### src/rtl/sbqm_pkg.sv
// sbqm_pkg: shared types and default timing constants for the bank-queue event arbiter.
package sbqm_pkg;

    typedef enum logic [1:0] {IDLE, GRANT, GAP} state_e;
    typedef enum logic {SIDE_UP, SIDE_DOWN} side_e;

    localparam int DEF_DEB_CYCLES = 4;
    localparam int DEF_GAP_CYCLES = 2;
    localparam int DEF_PEND_W     = 3;

endpackage

### src/rtl/sbqm_sensor_cond.sv
// sbqm_sensor_cond: synchronizes, debounces and falling-edge-detects one active-low photocell.
module sbqm_sensor_cond
    import sbqm_pkg::*;
#(
    parameter int DEB_CYCLES = DEF_DEB_CYCLES
) (
    input  logic clk,
    input  logic ResetN,
    input  logic sens_n,
    output logic fall
);

    localparam int CW = $clog2(DEB_CYCLES + 1);

    logic [1:0]    sync_q, sync_d;
    logic          deb_q, deb_d;
    logic          fall_q, fall_d;
    logic [CW-1:0] cnt_q, cnt_d;
    logic          flip;

    // cnt_q counts consecutive synchronized samples that disagree with the debounced level
    always_comb begin
        sync_d = {sync_q[0], sens_n};
        flip   = (sync_q[1] != deb_q) && (cnt_q == CW'(DEB_CYCLES - 1));
        cnt_d  = (sync_q[1] == deb_q || flip) ? '0 : cnt_q + 1'b1;
        deb_d  = flip ? sync_q[1] : deb_q;
        fall_d = deb_q & ~deb_d;
    end

    always_ff @(posedge clk or negedge ResetN) begin
        if (!ResetN) begin
            sync_q <= '1;
            deb_q  <= 1'b1;
            cnt_q  <= '0;
            fall_q <= 1'b0;
        end else begin
            sync_q <= sync_d;
            deb_q  <= deb_d;
            cnt_q  <= cnt_d;
            fall_q <= fall_d;
        end
    end

    assign fall = fall_q;

endmodule

### src/rtl/sbqm_event_arbiter.sv
// sbqm_event_arbiter: buffers entry/exit events and issues exclusive Up/Down strobes to the occupancy counter.
module sbqm_event_arbiter
    import sbqm_pkg::*;
#(
    parameter int DEB_CYCLES = DEF_DEB_CYCLES,
    parameter int GAP_CYCLES = DEF_GAP_CYCLES,
    parameter int PEND_W     = DEF_PEND_W
) (
    input  logic              clk,
    input  logic              ResetN,
    input  logic              EntrySensN,
    input  logic              ExitSensN,
    input  logic              Full,
    input  logic              Empty,
    output logic              UpStrobe,
    output logic              DownStrobe,
    output logic              RejectFull,
    output logic              UnderflowErr,
    output logic              OverrunErr,
    output logic [PEND_W-1:0] PendUp,
    output logic [PEND_W-1:0] PendDown
);

    localparam int GW = $clog2(GAP_CYCLES + 1);
    localparam logic [PEND_W-1:0] PMAX = '1;

    logic              ev_up, ev_dn;
    state_e            state_q, state_d;
    side_e             last_q, last_d;
    logic [GW-1:0]     gap_q, gap_d;
    logic [PEND_W-1:0] pend_up_q, pend_up_d, pend_dn_q, pend_dn_d;
    logic              up_q, up_d, dn_q, dn_d, rej_q, rej_d, unf_q, unf_d, ovr_q, ovr_d;
    logic              req_up, req_dn, decide, serve_up, serve_dn, grant_up, grant_dn;
    logic              ovf_up, ovf_dn;

    sbqm_sensor_cond #(.DEB_CYCLES(DEB_CYCLES)) u_entry (
        .clk(clk), .ResetN(ResetN), .sens_n(EntrySensN), .fall(ev_up)
    );

    sbqm_sensor_cond #(.DEB_CYCLES(DEB_CYCLES)) u_exit (
        .clk(clk), .ResetN(ResetN), .sens_n(ExitSensN), .fall(ev_dn)
    );

    // An event arriving this cycle is already a request, so an idle arbiter strobes one clock later.
    // The last gap clock doubles as the decision cycle, giving strobe spacing of GAP_CYCLES+1.
    always_comb begin
        req_up    = ev_up | (pend_up_q != '0);
        req_dn    = ev_dn | (pend_dn_q != '0);
        decide    = (state_q == IDLE) || (state_q == GAP && gap_q == GW'(GAP_CYCLES - 1));
        serve_up  = decide & req_up & (~req_dn | (last_q == SIDE_DOWN));
        serve_dn  = decide & req_dn & ~serve_up;
        grant_up  = serve_up & ~Full;
        grant_dn  = serve_dn & ~Empty;
        ovf_up    = ev_up & ~serve_up & (pend_up_q == PMAX);
        ovf_dn    = ev_dn & ~serve_dn & (pend_dn_q == PMAX);
        pend_up_d = (ev_up & ~serve_up & ~ovf_up) ? pend_up_q + 1'b1 :
                    (serve_up & ~ev_up) ? pend_up_q - 1'b1 : pend_up_q;
        pend_dn_d = (ev_dn & ~serve_dn & ~ovf_dn) ? pend_dn_q + 1'b1 :
                    (serve_dn & ~ev_dn) ? pend_dn_q - 1'b1 : pend_dn_q;
        state_d   = (grant_up | grant_dn) ? GRANT :
                    (state_q == GRANT) ? GAP :
                    decide ? IDLE : state_q;
        gap_d     = (state_q == GAP) ? gap_q + 1'b1 : '0;
        last_d    = grant_up ? SIDE_UP : grant_dn ? SIDE_DOWN : last_q;
        up_d      = grant_up;
        dn_d      = grant_dn;
        rej_d     = serve_up & Full;
        unf_d     = unf_q | (serve_dn & Empty);
        ovr_d     = ovr_q | ovf_up | ovf_dn;
    end

    always_ff @(posedge clk or negedge ResetN) begin
        if (!ResetN) begin
            state_q   <= IDLE;
            last_q    <= SIDE_DOWN;
            gap_q     <= '0;
            pend_up_q <= '0;
            pend_dn_q <= '0;
            up_q      <= 1'b0;
            dn_q      <= 1'b0;
            rej_q     <= 1'b0;
            unf_q     <= 1'b0;
            ovr_q     <= 1'b0;
        end else begin
            state_q   <= state_d;
            last_q    <= last_d;
            gap_q     <= gap_d;
            pend_up_q <= pend_up_d;
            pend_dn_q <= pend_dn_d;
            up_q      <= up_d;
            dn_q      <= dn_d;
            rej_q     <= rej_d;
            unf_q     <= unf_d;
            ovr_q     <= ovr_d;
        end
    end

    assign UpStrobe     = up_q;
    assign DownStrobe   = dn_q;
    assign RejectFull   = rej_q;
    assign UnderflowErr = unf_q;
    assign OverrunErr   = ovr_q;
    assign PendUp       = pend_up_q;
    assign PendDown     = pend_dn_q;

endmodule
### config.mk
export PLATFORM = sky130hd
export DESIGN_NAME = sbqm_event_arbiter
export DESIGN_NICKNAME = d
export VERILOG_FILES = /design/src/rtl/sbqm_pkg.sv /design/src/rtl/sbqm_sensor_cond.sv /design/src/rtl/sbqm_event_arbiter.sv
export SDC_FILE = /design/constraint.sdc
export NUM_CORES = 1
export LEC_CHECK = 0
export BUFFER_PORTS_ARGS = -buffer_cell sky130_fd_sc_hd__buf_2
export CELL_PAD_IN_SITES_DETAIL_PLACEMENT = 2
export CELL_PAD_IN_SITES_GLOBAL_PLACEMENT = 2
export CORE_MARGIN = 1.5
export CORE_UTILIZATION = 34
export CTS_CLUSTER_DIAMETER = 60
export DETAILED_ROUTE_END_ITERATION = 16
export PLACE_DENSITY = 0.74
export REMOVE_ABC_BUFFERS = 1
export SLEW_MARGIN = 15
export SYNTH_ARGS = -nofsm -noshare
export SYNTH_HDL_FRONTEND = slang
export SYNTH_SLANG_ARGS = --single-unit
### constraint.sdc
create_clock -name clk -period 2.4 [get_ports clk]
set_input_delay 0.36 -clock clk [delete_from_list [all_inputs] [get_ports clk]]
set_output_delay 0.36 -clock clk [all_outputs]
set_load 0.005 [all_outputs]
==> results of run 1 <==
==> power by group through the flow <==
| stage | Sequential (mW) | Combinational [mW] | Clock [mW] |
|---|---|---|---|
| floorplan | 0.888 | 0.657 | 0 |
| global placement | 0.826 | 1.06 | 0 |
| detailed placement | 0.848 | 1.15 | 0 |
| CTS | 0.841 | 1.20 | 0.439 |
| global route | 0.859 | 1.36 | 0.456 |
| finish | 0.835 | 1.20 | 0.419 |
==> worst max path at each step <==
| stage | cells after the start | end | startpoint | slack (ns) |
|---|---|---|---|---|
| after floorplan | 6 | PendDown[1]$_DFFE_PN0P_ | PendUp[0]$_DFFE_PN0P_ | -0.23 |
| after global placement | 6 | PendDown[1]$_DFFE_PN0P_ | u_entry.fall$_DFF_PN0_ | -0.02 |
| after detailed placement | 6 | PendDown[1]$_DFFE_PN0P_ | u_entry.fall$_DFF_PN0_ | -0.10 |
| after CTS | 6 | PendDown[1]$_DFFE_PN0P_ | u_entry.fall$_DFF_PN0_ | 0.004 |
| after global routing | 6 | PendDown[1]$_DFFE_PN0P_ | PendUp[2]$_DFFE_PN0P_ | -0.07 |
| final | 6 | PendDown[1]$_DFFE_PN0P_ | PendUp[2]$_DFFE_PN0P_ | 0.004 |
==> routing by layer <==
layer / part of all wire, % / vias to the layer above / GRT usage [%]
li1: - / 501 / -
met5: 0 / - / 0
met2: 55 / 13 / 29.7
met1: 41 / 547 / 19.4
met3: 2.8 / 6 / 3.95
met4: 1.7 / 0 / 7.50
==> through the flow <==
step / hold slack [ns] / util [%] / total power [mW] / cells / instance area [um2]
after floorplan: 0.0644 / - / 1.55 / 124 / 1430
final: 0.103 / 44.0 / 2.45 / 212 / 1780
after global placement: 0.347 / 41.0 / 1.89 / 202 / 1670
after detailed placement: 0.347 / 41.0 / 2.00 / 202 / 1670
after global routing: 0.158 / 44.0 / 2.68 / 212 / 1780
after CTS: 0.120 / 43.7 / 2.48 / 211 / 1770
==> cell type report <==
class | count | area [um2] | area share (%)
Inverter | 10 | 37.5 | 2.10
Timing Repair Buffer | 30 | 185 | 10.4
Clock buffer | 7 | 86.3 | 4.84
Multi-Input combinational cell | 84 | 648 | 36.3
Sequential cell | 30 | 759 | 42.6
Tap cell | 50 | 62.6 | 3.51
Clock inverter | 1 | 5.00 | 0.281
==> kinds of logic (layout without fill, tap and decap cells) <==
| kind of cell | after synthesis | after routing |
|---|---|---|
| simple gates | 43 | 43 |
| fa+ha+maj | 7 | 7 |
| buf+inv | 13 | 48 |
| flops | 30 | 30 |
| mux | 9 | 9 |
| xor+xnor | 4 | 4 |
| compound gates | 21 | 21 |
==> worst max-delay path: cells and delay by family (launching register included) <==
kind | cells | cell delay (ns)
AND/OR/NAND/NOR | 2 | 0.62
AO/OA/AOI/OAI | 2 | 0.59
flip-flops | 1 | 0.37
adder cells (fa/ha/maj) | 1 | 0.43
multiplexers | 1 | 0.28
==> what timing repair did <==
action	4_1_cts	5_1_grt
buffers inserted	1	1
resized for setup	2	1
pin swaps	2	4
endpoints found under the setup margin	1	2
==> registers in the layout (all words and copies together), names as in the netlist, 2 cells and up <==
name	count
PendDown	3
u_entry.sync_q	2
gap_q	2
u_exit.sync_q	2
PendUp	3
u_entry.cnt_q	3
state_q	2
u_exit.cnt_q	3
==> placed cells by master, fill, tap and decap left out, types with 2 or more instances in the layout <==
cell	n
dfrtp_1	23
nor2_1	16
buf_2	16
buf_4	14
nand2_1	11
inv_1	10
dfstp_2	7
mux2i_1	6
clkbuf_8	6
nand2b_1	5
ha_1	5
xor2_1	3
and2_1	2
nand3_1	2
mux2_2	2
and3b_1	2
a21oi_1	2
fa_1	2
==> summary.md, run 1 <==
| Metric | Value |
|---|---|
| Grt ovf | `0` |
| Antenna viol nets, final | `0` |
| Unique masters post-synth | `42` |
| Setup Total Neg Slack | `0 ns` |
| Rows | `23` |
| Synthesized flop and latch total | `30` |
| WL/cell | `approximately 15 um` |
| Clock Skew | `approximately 0.013 ns` |
| Worst reg2reg path depth | `6` |
| CTS Buf Count | `5` |
| Clock transition at path regs | `around 0.07 ns` |
| Slowest cell on crit path | `or4_4` |
| Setup slack after layout | `0.00404 ns` |
| Logic pwr share | `roughly half` |
| CTS sink cnt | `30` |
| GP Congestion | `between 0.7 and 0.8` |
| Vias in the first global route | `1176` |
| Number of synthesized flops with an enable pin | `0` |
| Mean Syn Cell Area | `around 11 um2` |
| Reg2reg end | `PendDown[1]$_DFFE_PN0P_` |
| Max incr delay on CP | `about 0.54 ns` |
| # nets final | `174` |
| Setup repair after global routing missed its margin | `true` |
| Peak VDD IR | `~0.00044 V` |
| Post-synthesis mux area share | `roughly 6.5%` |
| Tcrit/Tclk final | `99.8%` |
| H-tree Lvls | `2` |
| Iter 0 DRT Violations | `47` |
| Syn Std Cell Area | `between 0.001 and 0.0015 mm2` |
| Initial Util | `a little over a third` |
| Fillcell total | `about 440` |
| Final setup fails | `0` |
| Top FF cell, synth | `dfrtp_1` |
| Via density | `between 5 and 6` |
| # port buffers | `16` |
| # IOs | `17` |
| Leakage | `0.845 nW` |
| MaxCap Viol Count | `0` |
| P_sw | `roughly 0.93 mW` |
| Synth Area in XOR/XNOR | `under 10%` |
| Placement Setup Slack | `-0.104 ns` |
| Sw Ratio | `between 30% and 40%` |
| DRT Wirelength | `3.26 mm` |
| Final hold vios | `0` |
| Status | `complete, no violations` |
| Adder-Cell Fraction of Synth Area | `between 7 and 8%` |
| Max transition margin | `55.5%` |
| Hold bufs inserted after CTS | `0` |
| Internal power | `roughly 1.5 mW` |
| YS warnings | `0` |
| Most instantiated library cell after synthesis | `dfrtp_1` |
| Clk buf depth | `2` |
| Worst EP arrival | `~2.6 ns` |
| PwrDens | `approximately 1400 mW/mm2` |
| DRT Pass-1 Iters | `3` |
| Post-synthesis sequential area ratio | `between 50% and 60%` |
| Vias | `between 1000 and 1500` |
| Clk Tree Root Cell | `clkbuf_8` |
| Max Fclk | `between 400 and 500 MHz` |
| CP endpoint kind | `flip-flop` |
| Die Wd | `68.4 um` |
| Post-synthesis cell count | `around 130` |
| Synth Area in Compound Gates | `between 10% and 20%` |
| Reg2reg setup slack | `0.004 ns` |
| Reg2Reg Launch Point | `PendUp[2]$_DFFE_PN0P_` |
| DR DRC count | `0` |
| Area delta synth->final | `22.8%` |
| Slew Viols, Final | `0` |
| Antenna violations before repair | `0` |
| CTS tree | `yes` |
| Clock power share | `between 10% and 20%` |
| Min-delay worst type | `input pin to async pin` |
| Total track usage | `~17%` |
| Area share of the largest cell type after synthesis | `between 30 and 40%` |
| Core area | `0.00406 mm2` |
| Cells along the critical path | `or4_4 > a2111o_1 > nand3_2 > fa_1 > mux2_4 > a2bb2oi_2` |
| Post-DP HPWL | `about 2.5 mm` |
| Top cells by count, synth | `dfrtp_1, nor2_1, nand2_1` |
| Simple-gate portion of the synthesized area | `between 10% and 20%` |
| Synth area leaders | `dfrtp_1, dfstp_2, ha_1` |
| Antenna cell count | `0` |
| Largest net degree at the start of global routing | `31` |
| Clock Latency Late Sink | `roughly 0.29 ns` |
| Largest family of logic cells by synthesized area | `simple AND/OR/NAND/NOR gates` |
| Top cell type by total area after synthesis | `dfrtp_1` |
| Die Area | `roughly 0.0047 mm2` |
| Sequential share of power | `34.1%` |
| Worst setup path class | `flip-flop to flip-flop` |
| Tmin final | `between 2 and 2.5 ns` |
| Crit path max fanout | `2` |
| Die height | `approximately 70 um` |
| Share of cells above drive strength 1 | `32.7%` |
| Worst path required time | `between 2 and 3 ns` |
| First-pass GRT wire length | `5.58 mm` |
| Critical path launch point type | `flip-flop` |
| Tightest Pin Transition | `~0.67 ns` |
| Async set-reset flop share out of synthesis | `100%` |
Note: power is estimated with default switching activity, not from simulation.
==> run 2: changes to the inputs <==
--- a/config.mk
+++ b/config.mk
@@ -5,14 +5,15 @@
 export SDC_FILE = /design/constraint.sdc
 export NUM_CORES = 1
 export LEC_CHECK = 0
-export BUFFER_PORTS_ARGS = -buffer_cell sky130_fd_sc_hd__buf_2
+export ABC_AREA = 1
+export BUFFER_PORTS_ARGS = -buffer_cell sky130_fd_sc_hd__clkbuf_2
 export CELL_PAD_IN_SITES_DETAIL_PLACEMENT = 2
 export CELL_PAD_IN_SITES_GLOBAL_PLACEMENT = 2
 export CORE_MARGIN = 1.5
-export CORE_UTILIZATION = 34
-export CTS_CLUSTER_DIAMETER = 60
+export CORE_UTILIZATION = 32
+export CTS_CLUSTER_DIAMETER = 50
 export DETAILED_ROUTE_END_ITERATION = 16
-export PLACE_DENSITY = 0.74
+export PLACE_DENSITY = 0.73
 export REMOVE_ABC_BUFFERS = 1
 export SLEW_MARGIN = 15
 export SYNTH_ARGS = -nofsm -noshare
==> run 2 against run 1 <==
  * Cell count down 7.5%
  * Critical path type unchanged
  * Setup slack better by 0.33 ns
  * Utilization down 3.6 points
  * Critical path depth up 5
  * Maximum frequency up 16%
==> summary.md, run 2 <==
| Metric | Value |
|---|---|
| Status | `complete, no violations` |
| Final setup fails | `0 (unchanged)` |
| Antenna viol nets, final | `0 (unchanged)` |
| Total placed cells including tap cells | `188 (-6.9%)` |
| Mean Syn Cell Area | `10.3 um2 (-10%)` |
| Clock transition at path regs | `0.06 ns (about the same)` |
| Clock power share | `19.7% (+2.6 points)` |
| Final hold vios | `0 (unchanged)` |
| H-tree Lvls | `2 (unchanged)` |
| Number of synthesized flops with an enable pin | `0 (unchanged)` |
| Worst setup path class | `flip-flop to flip-flop` |
| CP endpoint kind | `flip-flop` |
| YS warnings | `0 (unchanged)` |
| First-pass GRT wire length | `4.49 mm (-20%)` |
| Antenna cell count | `0 (unchanged)` |
| Peak VDD IR | `0.000422 V (-4.4%)` |
| Post-DP HPWL | `1.84 mm (-25%)` |
| Top cells by count, synth | `dfrtp_1, nand2_1, nor2_1` |
| Worst reg2reg path depth | `11 (+5)` |
| Fillcell total | `432 (-1.6%)` |
| Initial Util | `34.1% (-1.7 points)` |
| Via density | `4.59 (-8.9%)` |
| Clk buf depth | `2 (unchanged)` |
| Min-delay worst type | `input pin to async pin` |
| Worst path required time | `2.57 ns (about the same)` |
| DRT Wirelength | `2.45 mm (-25%)` |
| Unique masters post-synth | `19 (-55%)` |
| Die Area | `0.00437 mm2 (-6.5%)` |
| Sw Ratio | `39.2% (+1.3 points)` |
| WL/cell | `12.5 um (-19%)` |
| Clock Latency Late Sink | `0.28 ns (about the same)` |
| CTS sink cnt | `30 (unchanged)` |
| Area share of the largest cell type after synthesis | `45.1% (+5.5 points)` |
| Cells along the critical path | `inv_1 > ha_1 > nor2_1 > nor2_1 > nand3_4 > nand2_2 > nand3_2 > fa_1 > o21bai_1 > nand3_1 > nand2_1` |
| Max incr delay on CP | `0.41 ns (-0.13 ns)` |
| # IOs | `17 (unchanged)` |
| CTS tree | `yes` |
| Placed inst area | `0.00142 mm2 (-15%)` |
| Worst EP arrival | `2.24 ns (-0.33 ns)` |
| Non-filler cells, final | `196 (-7.5%)` |
| Tmin final | `2.07 ns (-0.326 ns)` |
| Die height | `66.1 um (-3.3%)` |
| Slowest cell on crit path | `fa_1` |
| Top FF cell, synth | `dfrtp_1` |
| Grt ovf | `0 (unchanged)` |
| Core area | `0.00374 mm2 (-7.7%)` |
| Largest net degree at the start of global routing | `31 (unchanged)` |
| Logic pwr share | `39.1% (-9.7 points)` |
| DR DRC count | `0 (unchanged)` |
| Rows | `22 (-4.3%)` |
| Sequential share of power | `41.3% (+7.2 points)` |
| # port buffers | `16 (unchanged)` |
| P_sw | `0.830 mW (-11%)` |
| Setup Total Neg Slack | `0 ns (unchanged)` |
| Reg2reg setup slack | `0.33 ns (+0.33 ns)` |
| Top cell type by total area after synthesis | `dfrtp_1` |
| Fin area | `0.00151 mm2 (-15%)` |
| MaxCap Viol Count | `0 (unchanged)` |
| GP Congestion | `0.689 (-10%)` |
| Syn Std Cell Area | `0.00127 mm2 (-12%)` |
| Vias in the first global route | `1025 (-13%)` |
| Die Wd | `66.1 um (-3.3%)` |
| Synthesized flop and latch total | `30 (unchanged)` |
| Antenna violations before repair | `0 (unchanged)` |
| Leakage | `0.751 nW (-11%)` |
| Slew Viols, Final | `0 (unchanged)` |
| Post-synthesis sequential area ratio | `59.6% (+7.3 points)` |
| PwrDens | `1400 mW/mm2 (+2.1%)` |
| Hold bufs inserted after CTS | `0 (unchanged)` |
| CTS Buf Count | `5 (unchanged)` |
| Total track usage | `14.0% (-2.9 points)` |
| Clock Skew | `0.00558 ns (-0.00764 ns)` |
| Area delta synth->final | `18.4%` |
| Vias | `899 (-16%)` |
| Share of cells above drive strength 1 | `25.7% (-7.0 points)` |
| Reg2reg end | `PendDown[2]$_DFFE_PN0P_` |
| Worst path most repeated cell | `nor2_1` |
| Internal power | `1.29 mW (-15%)` |
| # nets final | `160 (-8.0%)` |
| Max Fclk | `483 MHz (+16%)` |
| Hold Slack | `0.134 ns (+0.0310 ns)` |
| Post-synthesis cell count | `124 (-2.4%)` |
| Post-CTS Setup Repair Bufs | `0 (-1)` |
| Tcrit/Tclk final | `86.3% (-14 points)` |
| Most instantiated library cell after synthesis | `dfrtp_1` |
| DRT Pass-1 Iters | `2 (-1)` |
| Critical path launch point type | `flip-flop` |
| Crit path max fanout | `9 (+7)` |
| Async set-reset flop share out of synthesis | `100% (unchanged)` |
| Max transition margin | `50.8% (-4.8 points)` |
| Commonest non-fill, non-tap cell in the layout | `dfrtp_1` |
| Synth area leaders | `dfrtp_1, dfstp_2, nand2_1` |
| Buf/Inv on CP | `1 (+1)` |
| Setup repair after global routing missed its margin | `false` |
| Reg2Reg Launch Point | `gap_q[1]$_DFF_PN0_` |
| Clk Tree Root Cell | `clkbuf_8` |
| Post-CTS resize count | `0 (-2)` |
| Tightest Pin Transition | `0.738 ns (+0.0713 ns)` |
| Iter 0 DRT Violations | `17 (-64%)` |
| Crit path max-delay family | `simple AND/OR/NAND/NOR gates` |
| Most frequent cells in the layout | `dfrtp_1, nand2_1, nor2_1, inv_1, clkbuf_2` |
## run 2: changes by cell type after synthesis, moves of 3 or more
| cell | previous run | this run |
|---|---|---|
| nand2_1 | 11 | 20 |
| inv_1 | 10 | 16 |
| mux2i_1 | 6 | 0 |
| o21ai_0 | 1 | 7 |
| nand2b_1 | 5 | 0 |
| nand3_1 | 3 | 8 |
| nor2_1 | 16 | 19 |
| o21bai_1 | 0 | 3 |
## run 2: worst max-delay path by stage
| stage | cells after the start | slack, ns | from | end |
|---|---|---|---|---|
| final | 11 | 0.33 | gap_q[1]$_DFF_PN0_ | PendDown[2]$_DFFE_PN0P_ |
| after global placement | 9 | 0.38 | gap_q[0]$_DFF_PN0_ | PendDown[2]$_DFFE_PN0P_ |
| after floorplan | 11 | 0.54 | gap_q[1]$_DFF_PN0_ | PendDown[2]$_DFFE_PN0P_ |
| after detailed placement | 9 | 0.33 | gap_q[0]$_DFF_PN0_ | PendDown[2]$_DFFE_PN0P_ |
| after global routing | 9 | 0.12 | gap_q[0]$_DFF_PN0_ | PendDown[2]$_DFFE_PN0P_ |
| after CTS | 11 | 0.29 | gap_q[1]$_DFF_PN0_ | PendDown[2]$_DFFE_PN0P_ |
## run 2: final cells by class
| type | instances | area (um2) | area share [%] |
|---|---|---|---|
| clock inverter | 2 | 12.5 | 0.828 |
| timing repair buffer | 16 | 80.1 | 5.30 |
| sequential | 30 | 759 | 50.3 |
| clock buffer | 6 | 82.6 | 5.47 |
| tap | 48 | 60.1 | 3.98 |
| inverter | 17 | 63.8 | 4.23 |
| multi-input combinational | 77 | 452 | 29.9 |
## run 2: power by group through the flow
| stage | sequential (mW) | combinational, mW | clock, mW |
|---|---|---|---|
| after floorplan | 0.858 | 0.598 | 0 |
| after global placement | 0.871 | 0.791 | 0 |
| after detailed placement | 0.890 | 0.843 | 0 |
| after CTS | 0.883 | 0.857 | 0.436 |
| after global routing | 0.907 | 0.988 | 0.453 |
| final | 0.875 | 0.828 | 0.417 |
## run 2: kinds of logic after synthesis
group	share of synthesized area, %
compound gates	7.46
fa+ha+maj	8.05
buf+inv	5.00
simple gates	19.2
xor+xnor	0.687
flops	59.6
## run 2: per-stage QoR
stage | power (mW) | setup WS (ns) | util (%)
after CTS | 2.18 | 0.289 | 40.3
final | 2.12 | 0.330 | 40.3
after global routing | 2.35 | 0.117 | 40.3
after floorplan | 1.46 | 0.536 | -
after detailed placement | 1.73 | 0.334 | 37.8
after global placement | 1.66 | 0.379 | 37.8
## run 2: per-layer routing
layer | global-route usage, % | routed length [um] | part of all wire (%)
met1 | 16.0 | 1010 | 41
met2 | 23.5 | 1290 | 53
met3 | 4.60 | 112 | 4.6
met4 | 6.89 | 39 | 1.6
met5 | 0 | 0 | 0
==> run 3: changes to the inputs <==
--- a/config.mk
+++ b/config.mk
@@ -10,10 +10,10 @@
 export CELL_PAD_IN_SITES_DETAIL_PLACEMENT = 2
 export CELL_PAD_IN_SITES_GLOBAL_PLACEMENT = 2
 export CORE_MARGIN = 1.5
-export CORE_UTILIZATION = 32
+export CORE_UTILIZATION = 38
 export CTS_CLUSTER_DIAMETER = 50
 export DETAILED_ROUTE_END_ITERATION = 16
-export PLACE_DENSITY = 0.73
+export PLACE_DENSITY = 0.81
 export REMOVE_ABC_BUFFERS = 1
 export SLEW_MARGIN = 15
 export SYNTH_ARGS = -nofsm -noshare
==> constraint.sdc (replaced) <==
create_clock -name clk -period 2.5 [get_ports clk]
set_input_delay 0.375 -clock clk [delete_from_list [all_inputs] [get_ports clk]]
set_output_delay 0.375 -clock clk [all_outputs]
set_load 0.005 [all_outputs]
==> run 3 against run 2 <==
  * Flip-flop and latch count is the same
  * Combinational power grew 2%
  * Largest cell class unchanged
  * Highest routed layer unchanged
  * Utilization grew 8.3 points
  * Register-to-register slack gained 0.06 ns
  * Via count grew 2.8%
  * Maximum frequency shrank 1.8%
  * Sequential power shrank 2.7%
  * First-iteration DRC count grew 5.9%
  * Setup slack gained 0.062 ns
==> summary.md, run 3 (synthesized netlist as in run 2, its figures left out) <==
| Metric | Value |
|---|---|
| Die Area | `0.00371 mm2 (-15%)` |
| Die height | `60.9 um (-7.9%)` |
| Grt ovf | `0 (unchanged)` |
| Core area | `0.00313 mm2 (-16%)` |
| DR DRC count | `0 (unchanged)` |
| MaxCap Viol Count | `0 (unchanged)` |
| Footprint of the multi-input gates | `452 um2 (unchanged)` |
| Sequential share of power | `38.5% (-2.8 points)` |
| Max Fclk | `474 MHz (-1.8%)` |
| Via density | `4.81 (+4.9%)` |
| CP endpoint kind | `flip-flop` |
| Clk Tree Root Cell | `clkbuf_4` |
| Hold bufs inserted after CTS | `0 (unchanged)` |
| # nets final | `160 (unchanged)` |
| Clock transition at path regs | `0.10 ns (+0.04 ns)` |
| Worst setup path class | `flip-flop to flip-flop` |
| CTS sink cnt | `30 (unchanged)` |
| Total placed cells including tap cells | `184 (-2.1%)` |
| CTS Buf Count | `5 (unchanged)` |
| Largest net degree at the start of global routing | `31 (unchanged)` |
| Logic pwr share | `38.1% (-1.0 points)` |
| Total track usage | `18.8% (+4.7 points)` |
| Peak VDD IR | `0.000482 V (+14%)` |
| DRT Wirelength | `2.91 mm (+18%)` |
| Slew Viols, Final | `0 (unchanged)` |
| Area delta synth->final | `19.3%` |
| Clock Latency Late Sink | `0.34 ns (+0.06 ns)` |
| Clock Skew | `0.00585 ns (+0.000272 ns)` |
| Clock power share | `23.4% (+3.7 points)` |
| Top Metal Used | `met4` |
| PwrDens | `1450 mW/mm2 (+3.5%)` |
| Min-delay worst type | `input pin to async pin` |
| Antenna viol nets, final | `0 (unchanged)` |
| Vias | `924 (+2.8%)` |
| Setup Total Neg Slack | `0 ns (unchanged)` |
| Final Power | `2.21 mW (+4.3%)` |
| Vias in the first global route | `1038 (+1.3%)` |
| Tmin final | `2.11 ns (+0.0377 ns)` |
| # IOs | `17 (unchanged)` |
| Antenna violations before repair | `0 (unchanged)` |
| Non-filler cells, final | `192 (-2.0%)` |
| Critical path launch point type | `flip-flop` |
| H-tree Lvls | `2 (unchanged)` |
| Met2 wire len | `1.60 mm (+24%)` |
| Max transition margin | `51.9% (+1.1 points)` |
| Final setup fails | `0 (unchanged)` |
| GP Congestion | `0.691 (+0.42%)` |
| Hold Slack | `0.0727 ns (-0.0609 ns)` |
| Sw Ratio | `38.6% (-0.60 points)` |
| CTS tree | `yes` |
| Fillcell total | `336 (-22%)` |
| Final hold vios | `0 (unchanged)` |
| Routed met3 length | `111 um (-0.89%)` |
| Post-CTS Setup Repair Bufs | `0 (unchanged)` |
| Status | `complete, no violations` |
| WL/cell | `15.1 um (+21%)` |
| Placed inst area | `0.00141 mm2 (-0.35%)` |
| Post-DP HPWL | `2.09 mm (+14%)` |
| Most frequent cells in the layout | `dfrtp_1, nand2_1, nor2_1, inv_1, clkbuf_2` |
| Fin area | `0.00152 mm2 (+0.75%)` |
| Worst EP arrival | `2.34 ns (+0.10 ns)` |
| Initial Util | `40.8% (+6.7 points)` |
| Worst path required time | `2.74 ns (+0.17 ns)` |
| Metal-1 WL | `1.17 mm (+15%)` |
| # port buffers | `16 (unchanged)` |
| Clk buf depth | `2 (unchanged)` |
| Leakage | `0.763 nW (+1.5%)` |
| Tcrit/Tclk final | `84.3% (-1.9 points)` |
| First-pass GRT wire length | `4.89 mm (+8.9%)` |
| Antenna cell count | `0 (unchanged)` |
| Share of cells above drive strength 1 | `25.7% (unchanged)` |
| Commonest non-fill, non-tap cell in the layout | `dfrtp_1` |
| Tightest Pin Transition | `0.722 ns (-0.0161 ns)` |
| Rows | `20 (-9.1%)` |
| Internal power | `1.36 mW (+5.3%)` |
| P_sw | `0.852 mW (+2.7%)` |
| Setup repair after global routing missed its margin | `false` |
| FF/Latch Area | `759 um2 (unchanged)` |
| Iter 0 DRT Violations | `18 (+1)` |
| Die Wd | `60.9 um (-7.9%)` |
| Crit path max fanout | `5 (-4)` |
| Post-CTS resize count | `0 (unchanged)` |
| DRT Pass-1 Iters | `3 (+1)` |
==> run 3: path summary, 6_finish.rpt <==
kind / from / end / slack [ns] / cells after the start
max: gap_q[0]$_DFF_PN0_ / PendDown[2]$_DFFE_PN0P_ / 0.39 / 9
min: ResetN / RejectFull$_DFF_PN0_ / 0.07 / 1
max reg2reg: gap_q[0]$_DFF_PN0_ / PendDown[2]$_DFFE_PN0P_ / 0.39 / 9
min reg2reg: u_entry.sync_q[0]$_DFF_PN1_ / u_entry.sync_q[1]$_DFF_PN1_ / 0.36 / 0
max in group asynchronous: ResetN / PendDown[2]$_DFFE_PN0P_ / 1.97 / 1
min in group clk: ExitSensN / u_exit.sync_q[0]$_DFF_PN1_ / 0.11 / 1
==> run 3: cell type report <==
cell class / instances / share of cell area [%]
multi-input combinational: 77 / 29.7
inverter: 17 / 4.19
clock buffer: 6 / 3.37
sequential: 30 / 49.9
clock inverter: 2 / 3.95
timing repair buffer: 16 / 5.26
tap: 44 / 3.62
==> run 3: power by group through the flow <==
stage	Combinational [mW]	Clock, mW	Sequential [mW]
final	0.842	0.517	0.851
after CTS	0.869	0.531	0.855
after detailed placement	0.836	0	0.859
after global placement	0.753	0	0.834
after floorplan	0.574	0	0.824
after global routing	0.988	0.552	0.881
==> run 3: metal layers <==
metal / vias up / track usage, %
met5: - / 0
met3: 3 / 5.76
met1: 468 / 21.9
met4: 0 / 5.59
li1: 436 / -
met2: 17 / 33.2
==> run 3: critical path, stage by stage, from the launching register on <==
cell and delay (ns):
dfrtp_1 0.40, ha_1 0.22, o21ai_0 0.26, a21oi_1 0.11, nand2_2 0.13, nand3_2 0.14
fa_1 0.41, o21bai_1 0.18, nand3_1 0.09, nand2_1 0.05
==> run 3: through the flow <==
| step | worst slack (ns) | utilization (%) |
|---|---|---|
| after global routing | 0.144 | 48.6 |
| after global placement | 0.487 | 45.1 |
| after CTS | 0.342 | 48.6 |
| after floorplan | 0.636 | - |
| after detailed placement | 0.362 | 45.1 |
| final | 0.392 | 48.6 |
